==> config.mk <==
export PLATFORM = sky130hd
export DESIGN_NAME = ask_fsk_demod
export DESIGN_NICKNAME = d
export VERILOG_FILES = /design/src/rtl/ask_fsk_pkg.sv /design/src/rtl/zc_detect.sv /design/src/rtl/ask_fsk_demod.sv
export SDC_FILE = /design/constraint.sdc
export NUM_CORES = 1
export LEC_CHECK = 0
export ABC_AREA = 1
export BUFFER_PORTS_ARGS = -buffer_cell sky130_fd_sc_hd__buf_2
export CAP_MARGIN = 20
export CELL_PAD_IN_SITES_DETAIL_PLACEMENT = 1
export CELL_PAD_IN_SITES_GLOBAL_PLACEMENT = 1
export CORE_MARGIN = 3
export CORE_UTILIZATION = 45
export CTS_CLUSTER_SIZE = 12
export DETAILED_ROUTE_END_ITERATION = 8
export PLACE_DENSITY = 0.79
export SYNTH_ARGS = -nofsm -noshare
export SYNTH_HDL_FRONTEND = slang
export SYNTH_SLANG_ARGS = --single-unit
==> constraint.sdc <==
create_clock -name clk -period 4.45 [get_ports clk]
set_input_delay 0.445 -clock clk [delete_from_list [all_inputs] [get_ports clk]]
set_output_delay 0.445 -clock clk [all_outputs]
set_load 0.02 [all_outputs]
==> src/rtl/ask_fsk_pkg.sv <==
// Shared types and default tuning constants for the ASK/FSK key-bit demodulator.
package ask_fsk_pkg;

    typedef enum logic {
        ZC_LOW  = 1'b0,
        ZC_HIGH = 1'b1
    } zc_state_e;

    localparam int unsigned DEF_WIDTH     = 8;
    localparam int unsigned DEF_MID       = 128;
    localparam int unsigned DEF_HYST      = 8;
    localparam int unsigned DEF_CW        = 10;
    localparam int unsigned DEF_PERIOD_TH = 384;
    localparam int unsigned DEF_WIN       = 512;
    localparam int unsigned DEF_ENV_TH    = 32;

endpackage

==> src/rtl/zc_detect.sv <==
// Hysteresis crossing detector with a saturating period counter.
// Reports the rising event and the measured period combinationally.
module zc_detect
    import ask_fsk_pkg::*;
#(
    parameter int unsigned WIDTH = DEF_WIDTH,
    parameter int unsigned MID   = DEF_MID,
    parameter int unsigned HYST  = DEF_HYST,
    parameter int unsigned CW    = DEF_CW
) (
    input  logic             clk,
    input  logic             reset,
    input  logic             clr_i,
    input  logic             valid_i,
    input  logic [WIDTH-1:0] sample_i,
    output logic             rise_c,
    output logic [CW:0]      period_c,
    output logic             sat_c
);

    localparam logic [WIDTH:0] HI_TH   = (WIDTH+1)'(MID + HYST);
    localparam logic [WIDTH:0] LO_TH   = (WIDTH+1)'(MID - HYST);
    localparam logic [CW-1:0]  CNT_MAX = '1;

    zc_state_e      st_q, st_d;
    logic [CW-1:0]  cnt_q, cnt_d;
    logic [WIDTH:0] s_ext;

    assign s_ext = {1'b0, sample_i};

    always_ff @(posedge clk or negedge reset) begin
        if (!reset) begin
            st_q  <= ZC_LOW;
            cnt_q <= '0;
        end else begin
            st_q  <= st_d;
            cnt_q <= cnt_d;
        end
    end

    // Period includes the sample that produced the rising event.
    always_comb begin
        st_d     = st_q;
        cnt_d    = cnt_q;
        rise_c   = 1'b0;
        sat_c    = 1'b0;
        period_c = {1'b0, cnt_q} + (CW+1)'(1);
        if (clr_i) begin
            st_d  = ZC_LOW;
            cnt_d = '0;
        end else if (valid_i) begin
            if (st_q == ZC_LOW && s_ext >= HI_TH) begin
                st_d   = ZC_HIGH;
                rise_c = 1'b1;
            end else if (st_q == ZC_HIGH && s_ext <= LO_TH) begin
                st_d = ZC_LOW;
            end
            if (rise_c) begin
                cnt_d = '0;
            end else if (cnt_q != CNT_MAX) begin
                cnt_d = cnt_q + CW'(1);
            end
            sat_c = !rise_c && (cnt_d == CNT_MAX);
        end
    end

endmodule

==> src/rtl/ask_fsk_demod.sv <==
// ASK/FSK key-bit demodulator: FSK decodes the crossing period with two-vote
// agreement, ASK decodes the windowed peak envelope against a threshold.
module ask_fsk_demod
    import ask_fsk_pkg::*;
#(
    parameter int unsigned WIDTH     = DEF_WIDTH,
    parameter int unsigned MID       = DEF_MID,
    parameter int unsigned HYST      = DEF_HYST,
    parameter int unsigned CW        = DEF_CW,
    parameter int unsigned PERIOD_TH = DEF_PERIOD_TH,
    parameter int unsigned WIN       = DEF_WIN,
    parameter int unsigned ENV_TH    = DEF_ENV_TH
) (
    input  logic             clk,
    input  logic             reset,
    input  logic             sample_valid,
    input  logic [WIDTH-1:0] sample,
    input  logic             mode,
    output logic             bit_out,
    output logic             bit_valid,
    output logic             lock
);

    localparam int unsigned    WINW     = (WIN > 1) ? $clog2(WIN) : 1;
    localparam logic [WINW-1:0] WIN_LAST = WINW'(WIN - 1);
    localparam logic [WIDTH:0] MID_X    = (WIDTH+1)'(MID);
    localparam logic [WIDTH:0] ENV_X    = (WIDTH+1)'(ENV_TH);
    localparam logic [CW:0]    PTH_X    = (CW+1)'(PERIOD_TH);

    logic            mode_q;
    logic            seen_q, seen_d;
    logic            hist_vld_q, hist_vld_d;
    logic            hist_q, hist_d;
    logic [WINW-1:0] win_q, win_d;
    logic [WIDTH:0]  peak_q, peak_d;
    logic            bit_out_q, bit_out_d;
    logic            bit_valid_q, bit_valid_d;
    logic            lock_q, lock_d;

    logic            mode_chg_c;
    logic            accept_c;
    logic            rise_c;
    logic            sat_c;
    logic [CW:0]     period_c;
    logic [WIDTH:0]  s_ext_c;
    logic [WIDTH:0]  mag_c;
    logic [WIDTH:0]  pk_c;
    logic            cand_c;
    logic            commit_c;

    assign mode_chg_c = (mode != mode_q);
    assign accept_c   = sample_valid && !mode_chg_c;
    assign s_ext_c    = {1'b0, sample};
    assign mag_c      = (s_ext_c >= MID_X) ? (s_ext_c - MID_X) : (MID_X - s_ext_c);
    assign pk_c       = (mag_c > peak_q) ? mag_c : peak_q;

    zc_detect #(
        .WIDTH (WIDTH),
        .MID   (MID),
        .HYST  (HYST),
        .CW    (CW)
    ) u_zc (
        .clk      (clk),
        .reset    (reset),
        .clr_i    (mode_chg_c),
        .valid_i  (accept_c),
        .sample_i (sample),
        .rise_c   (rise_c),
        .period_c (period_c),
        .sat_c    (sat_c)
    );

    always_ff @(posedge clk or negedge reset) begin
        if (!reset) begin
            mode_q      <= 1'b0;
            seen_q      <= 1'b0;
            hist_vld_q  <= 1'b0;
            hist_q      <= 1'b0;
            win_q       <= '0;
            peak_q      <= '0;
            bit_out_q   <= 1'b0;
            bit_valid_q <= 1'b0;
            lock_q      <= 1'b0;
        end else begin
            mode_q      <= mode;
            seen_q      <= seen_d;
            hist_vld_q  <= hist_vld_d;
            hist_q      <= hist_d;
            win_q       <= win_d;
            peak_q      <= peak_d;
            bit_out_q   <= bit_out_d;
            bit_valid_q <= bit_valid_d;
            lock_q      <= lock_d;
        end
    end

    // Decision logic; only the active mode's path consumes an accepted sample.
    always_comb begin
        seen_d      = seen_q;
        hist_vld_d  = hist_vld_q;
        hist_d      = hist_q;
        win_d       = win_q;
        peak_d      = peak_q;
        bit_out_d   = bit_out_q;
        bit_valid_d = 1'b0;
        lock_d      = lock_q;
        cand_c      = 1'b0;
        commit_c    = 1'b0;
        if (mode_chg_c) begin
            seen_d     = 1'b0;
            hist_vld_d = 1'b0;
            hist_d     = 1'b0;
            win_d      = '0;
            peak_d     = '0;
            lock_d     = 1'b0;
        end else if (sample_valid) begin
            if (mode) begin
                if (rise_c) begin
                    // The first crossing only starts the period measurement.
                    if (seen_q) begin
                        cand_c     = (period_c <= PTH_X);
                        commit_c   = hist_vld_q && (hist_q == cand_c);
                        hist_vld_d = 1'b1;
                        hist_d     = cand_c;
                    end
                    seen_d = 1'b1;
                end else if (sat_c) begin
                    lock_d = 1'b0;
                end
            end else begin
                if (win_q == WIN_LAST) begin
                    cand_c   = (pk_c >= ENV_X);
                    commit_c = 1'b1;
                    win_d    = '0;
                    peak_d   = '0;
                end else begin
                    win_d  = win_q + WINW'(1);
                    peak_d = pk_c;
                end
            end
            if (commit_c) begin
                bit_out_d   = cand_c;
                bit_valid_d = 1'b1;
                lock_d      = 1'b1;
            end
        end
    end

    assign bit_out   = bit_out_q;
    assign bit_valid = bit_valid_q;
    assign lock      = lock_q;

endmodule

Word level (Yosys, flattened, before mapping)
Index checks and enable logic that the tools add are counted.
- logic and storage cells: 112
- input bits: 12
- output and inout bits: 3
- register bits after elaboration: 36
- equality and inequality tests: 7
- add/sub/neg operators: 5
- $lt $le $gt $ge: 6
- reduce and logical (&&, ||, !) cells: 21
- bitwise gates (word level): 2
- mux-type cells: 60
- operators by type and width (kind ; number):
    $mux W9 ; 10
    $mux W10 ; 6
    $mux W1 ; 44
    $ge A8 B8 Y1 const B ; 2
    $add A10 B1 Y11 const B ; 1
    $le A11 B9 Y1 const B ; 1
    $add A10 B1 Y10 const B ; 1
    $eq A10 B10 Y1 const B ; 1
    $ne A10 B10 Y1 const B ; 1
    $reduce_bool A2 Y1 ; 5
    $add A9 B1 Y9 const B ; 1
    $eq A9 B9 Y1 const B ; 1
    $ge A9 B6 Y1 const B ; 1
    $gt A9 B9 Y1 ; 1
    $reduce_bool A3 Y1 ; 3
    $sub A8 B8 Y9 const A ; 1
    $sub A8 B8 Y9 const B ; 1
    $le A8 B7 Y1 const B ; 1
    $reduce_and A4 Y1 ; 2
    $reduce_and A3 Y1 ; 2
    $logic_and A1 B1 Y1 ; 5
    $reduce_and A2 Y1 ; 2
    $ne A3 B2 Y1 const B ; 1
    $logic_not A1 Y1 ; 2
    4 further kinds ; 5

Longest topological paths before layout
- word-level depth: 18
- mapped depth: 23

Hierarchy
A second synthesis with hierarchy kept.
- cell total of the unflattened synthesis: 369
- area, all modules: 2548.7 sq um
- by module, submodules not included (module ; times used ; cells each ; area an instance (sq um)):
    ask_fsk_demod ; 1 ; 238 ; 1722.9
    zc_detect ; 1 ; 131 ; 825.8

Worst setup path before layout
OpenSTA, ideal clock, no wires.
- kind: input to register
- from: input sample[0]
- to: register bit_out_q, in the netlist bit_out
- arrival: 2.537 ns
- stages on the path: 23
- path buffers: 1
- setup slack: 1.797 ns
- cells stage by stage: inv_1 -> ha_1 -> inv_1 -> nor2_1 -> nand3_1 -> nand2_1 -> xor2_1 -> inv_1 -> ha_1 -> nand2_1 -> nor2_1 -> nand3b_1 -> nand3_1 -> nand2_1 -> buf_2 -> nand2_1 -> nand2_1 -> nor2_1 -> nand2_1 -> nand2_1 -> nand2_1 -> nand2_1 -> nand2_1
- longest elaborated chain between the ends: 12
- elaborated cells between the ends (all ways): 22
- RTL lines (item ; RTL line ; text):
    start, declared ; ask_fsk_demod.sv:17 ; input logic [WIDTH-1:0] sample,
    branches (longest 12 deep; another with $sub A8 B8 Y9) ; -- ;
    end signal, assigned ; ask_fsk_demod.sv:91 ; bit_out_q <= bit_out_d;
    end, declared ; ask_fsk_demod.sv:36 ; logic bit_out_q, bit_out_d;
Several ways; the timed one is not identified. The select of a mux whose other input is x is not followed.
A chain may end at the register's enable or synchronous reset.

Worst setup path after layout
Same ends and word-level chain as after synthesis.

==> results.cfg <==
[status]
outcome = finished clean

[synthesis]
syn_area_per_cell_um2 = 7.05
synth_seq_cells = 36
ys_seq_area_share_pct = 36.5
synth_top_area_share_pct = 36.5
synth_nets = 378
netlist_instances = 350
synthTopCellsByArea = dfrtp_1, nand2_1, inv_1, ha_1, o21ai_0
ys_warn_count = 0
synth.cell_area_um2 = 2470
yosysTopAreaCell = dfrtp_1
synth_cell_type_count = 31

[place]
pre_cts_ws_ns = 1.20
port_buffers = 14
gp_congestion = 0.879
detailed_place_hpwl_um = 4980

[grt]
grt_max_degree = 37
grt.overflow.total = 0
grtUsageTotal_pct = 22.7
grt_pass1_vias = 2473
grt_pass1_wl_um = 11300
antenna_found_initial = 0

[drt]
ant_nets = 0
wl_per_cell_um = 14.4
wl_um = 6360
vias_per_cell = 5.29
vias = 2327
drtIter0Drc = 53
drc = 0
drt_pass1_iterations = 4

[clocking]
postCtsResizedCells = 0
clock_latency_ns = 0.29
holdBufCountCts = 0
cts_made_buffers = 5
cts_root_buf = clkbuf_8
cts_setup_buffers = 0
cts_buffer_depth = 2
cts.sinks = 36
cts_tree = yes
htreeDepth = 2
cts.clk_slew.worst_paths_ns = 0.08

[timing]
finalCritPeriodShare_pct = 68.1
slew_headroom_pct = 44.9
hold_violations = 0
finClkSkew_ns = 0.00586
tightest_slew_ns = 0.827
slew_violations = 0
fin_crit_ns = 3.03
report.final.setup_viol = 0
fin_setup_tns_ns = 0
fmax_mhz = 330
timing.final.ws_setup_ns = 1.42
rsz0062_at_grt = no

[layout]
top_regs = u_zc.cnt_q: 10 flops, peak_q: 9 flops, win_q: 9 flops
top_register = u_zc.cnt_q
post-route-util_pct = 52.0
num-nets-final = 397
drive_gt1_share_pct = 10.0
largest_reg_flops = 10
diodes = 0
area_delta_synth_final_pct = 9.68

[power]
switching_share_pct = 34.5
p_int_uw = 541
peakVddDrop_mv = 0.200
total_power_uw = 827
power_density_nw_per_um2 = 305
seqPwrFrac_pct = 46.7
power.leakage_nw = 1.37
p_comb_share_pct = 24.6
p_sw_uw = 285
p_clk_share_pct = 28.7

[setup_path]
start_kind = input pin
r2r_setup_slack_ns = 2.09
cp_max_fo = 13
crit_type = input pin to flop
reg2reg_from = win_q[0]
crit_start = sample[0]
endpoint_kind = flop
crit_arrival_ns = 3.22
required_ns = 4.64

[floorplan]
die_area_um2 = 6410
initial_core_util_pct = 47.4
die_h_um = 80.1
ioPinCount = 15
core_um2 = 5200
rows = 26
die_w_um = 80.1

[flow_run]
max-cap-violations = 0

[worst_hold_path]
hold_path_class = input pin to asynchronous set/reset pin
-- per-stage QoR --
stage / hold WS [ns] / cell area [um^2] / instances
after CTS: 0.275 / 2710 / 440
after global routing: 0.310 / 2710 / 440
after global placement: 0.450 / 2620 / 432
after detailed placement: 0.480 / 2620 / 432
final: 0.237 / 2710 / 440
after floorplan: 0.149 / 2470 / 350
-- worst max-delay path, stage by stage --
cell and delay, ns:
buf_2 0.10, inv_1 0.10, ha_1 0.15, inv_1 0.05
nor2_1 0.21, nand3_1 0.12, nand2_1 0.11, xor2_1 0.23
inv_1 0.07, ha_1 0.29, a21oi_1 0.15, o21a_1 0.12
nand3_1 0.09, nand2_1 0.31, inv_1 0.17, nand2_1 0.09
nand2_1 0.07, nor2_1 0.09, nand2_1 0.05, nand2_1 0.05
nand2_1 0.04, nand2_1 0.05, nand2_1 0.04
-- cells in the final DEF (no fill, tap or decap) --
| master | synthesis | routed |
|---|---|---|
| inv_1 | 57 | 57 |
| clkbuf_8 | 0 | 5 |
| a21boi_0 | 1 | 1 |
| nand3_2 | 1 | 1 |
| xor2_1 | 5 | 5 |
| nor3_1 | 3 | 3 |
| a211oi_1 | 1 | 1 |
| nor2_4 | 1 | 1 |
| o21a_1 | 1 | 1 |
| o211ai_1 | 2 | 2 |
| nand2_2 | 4 | 4 |
| nor4_1 | 2 | 2 |
| ha_1 | 16 | 16 |
| inv_2 | 1 | 1 |
| conb_1 | 1 | 1 |
| a32o_1 | 3 | 3 |
| nand2_1 | 87 | 87 |
| dfrtp_1 | 36 | 36 |
| buf_4 | 0 | 1 |
| nor2_1 | 31 | 31 |
| o21bai_1 | 1 | 1 |
| nor2_2 | 4 | 4 |
| clkinv_4 | 0 | 1 |
| o22ai_1 | 4 | 4 |
| o21ai_2 | 2 | 2 |
| buf_2 | 2 | 14 |
| clkinv_2 | 0 | 2 |
| nand3b_1 | 1 | 1 |
| a21oi_1 | 17 | 17 |
| o21ai_0 | 28 | 28 |
| nand4_1 | 8 | 8 |
| or2_2 | 1 | 1 |
| o21ai_1 | 1 | 1 |
| nand3_1 | 27 | 27 |
-- metal layers --
metal	wire length [um]	GRT usage (%)	vias up
met5	0	0	-
met4	138	8.11	0
met3	129	4.15	12
met2	3210	40.3	24
met1	2880	27.2	1116
li1	-	-	1175
-- cell usage after synthesis --
| master | instances |
|---|---|
| a211oi_1 | 1 |
| a21boi_0 | 1 |
| a21oi_1 | 17 |
| a32o_1 | 3 |
| buf_2 | 2 |
| clkbuf_1 | 1 |
| conb_1 | 1 |
| dfrtp_1 | 36 |
| ha_1 | 16 |
| inv_1 | 57 |
| inv_2 | 1 |
| nand2_1 | 87 |
| nand2_2 | 4 |
| nand3_1 | 27 |
| nand3_2 | 1 |
| nand3b_1 | 1 |
| nand4_1 | 8 |
| nor2_1 | 31 |
| nor2_2 | 4 |
| nor2_4 | 1 |
| nor3_1 | 3 |
| nor4_1 | 2 |
| o211ai_1 | 2 |
| o21a_1 | 1 |
| o21ai_0 | 28 |
| o21ai_1 | 1 |
| o21ai_2 | 2 |
| o21bai_1 | 1 |
| o22ai_1 | 4 |
| or2_2 | 1 |
| xor2_1 | 5 |
-- cell type report --
class / count / area [um^2]
fillers: 700 / 2500
multi-input cells: 253 / 1340
flip-flops and latches: 36 / 901
inverters: 58 / 218
well taps: 70 / 87.6
repair buffers: 15 / 77.6
clock buffers: 5 / 68.8
clock inverters: 3 / 18.8
-- power by group through the flow --
stage          logic (mW)  registers (mW)  clock network [mW]
3_5_place_dp        0.205           0.392                   0
3_3_place_gp        0.196           0.391                   0
6_report            0.203           0.386               0.237
5_1_grt             0.241           0.390               0.259
2_1_floorplan       0.145           0.386                   0
4_1_cts             0.207           0.386               0.247
-- final timing paths --
kind | endpoint | cells past startpoint
setup / recovery | bit_out | 23
hold / removal | u_zc.cnt_q[6] | 1
setup reg to reg | peak_q[2] | 13
hold reg to reg | lock | 2
max in group asynchronous | peak_q[0] | 1
min in group clk | mode_q | 1
-- cells by family (layout without fill, tap and decap cells) --
group	count (synthesis)	count (layout)	share of synthesized area, %
buffers and inverters	61	81	9.38
xor gates and xnor gates	5	5	1.77
AOI/OAI and AO/OA	61	61	14.1
DFF	36	36	36.5
adders and majority gates	16	16	8.11
other	1	1	0.152
and+or+nand+nor	170	170	30.0
Power figures use the tool's default switching activity.
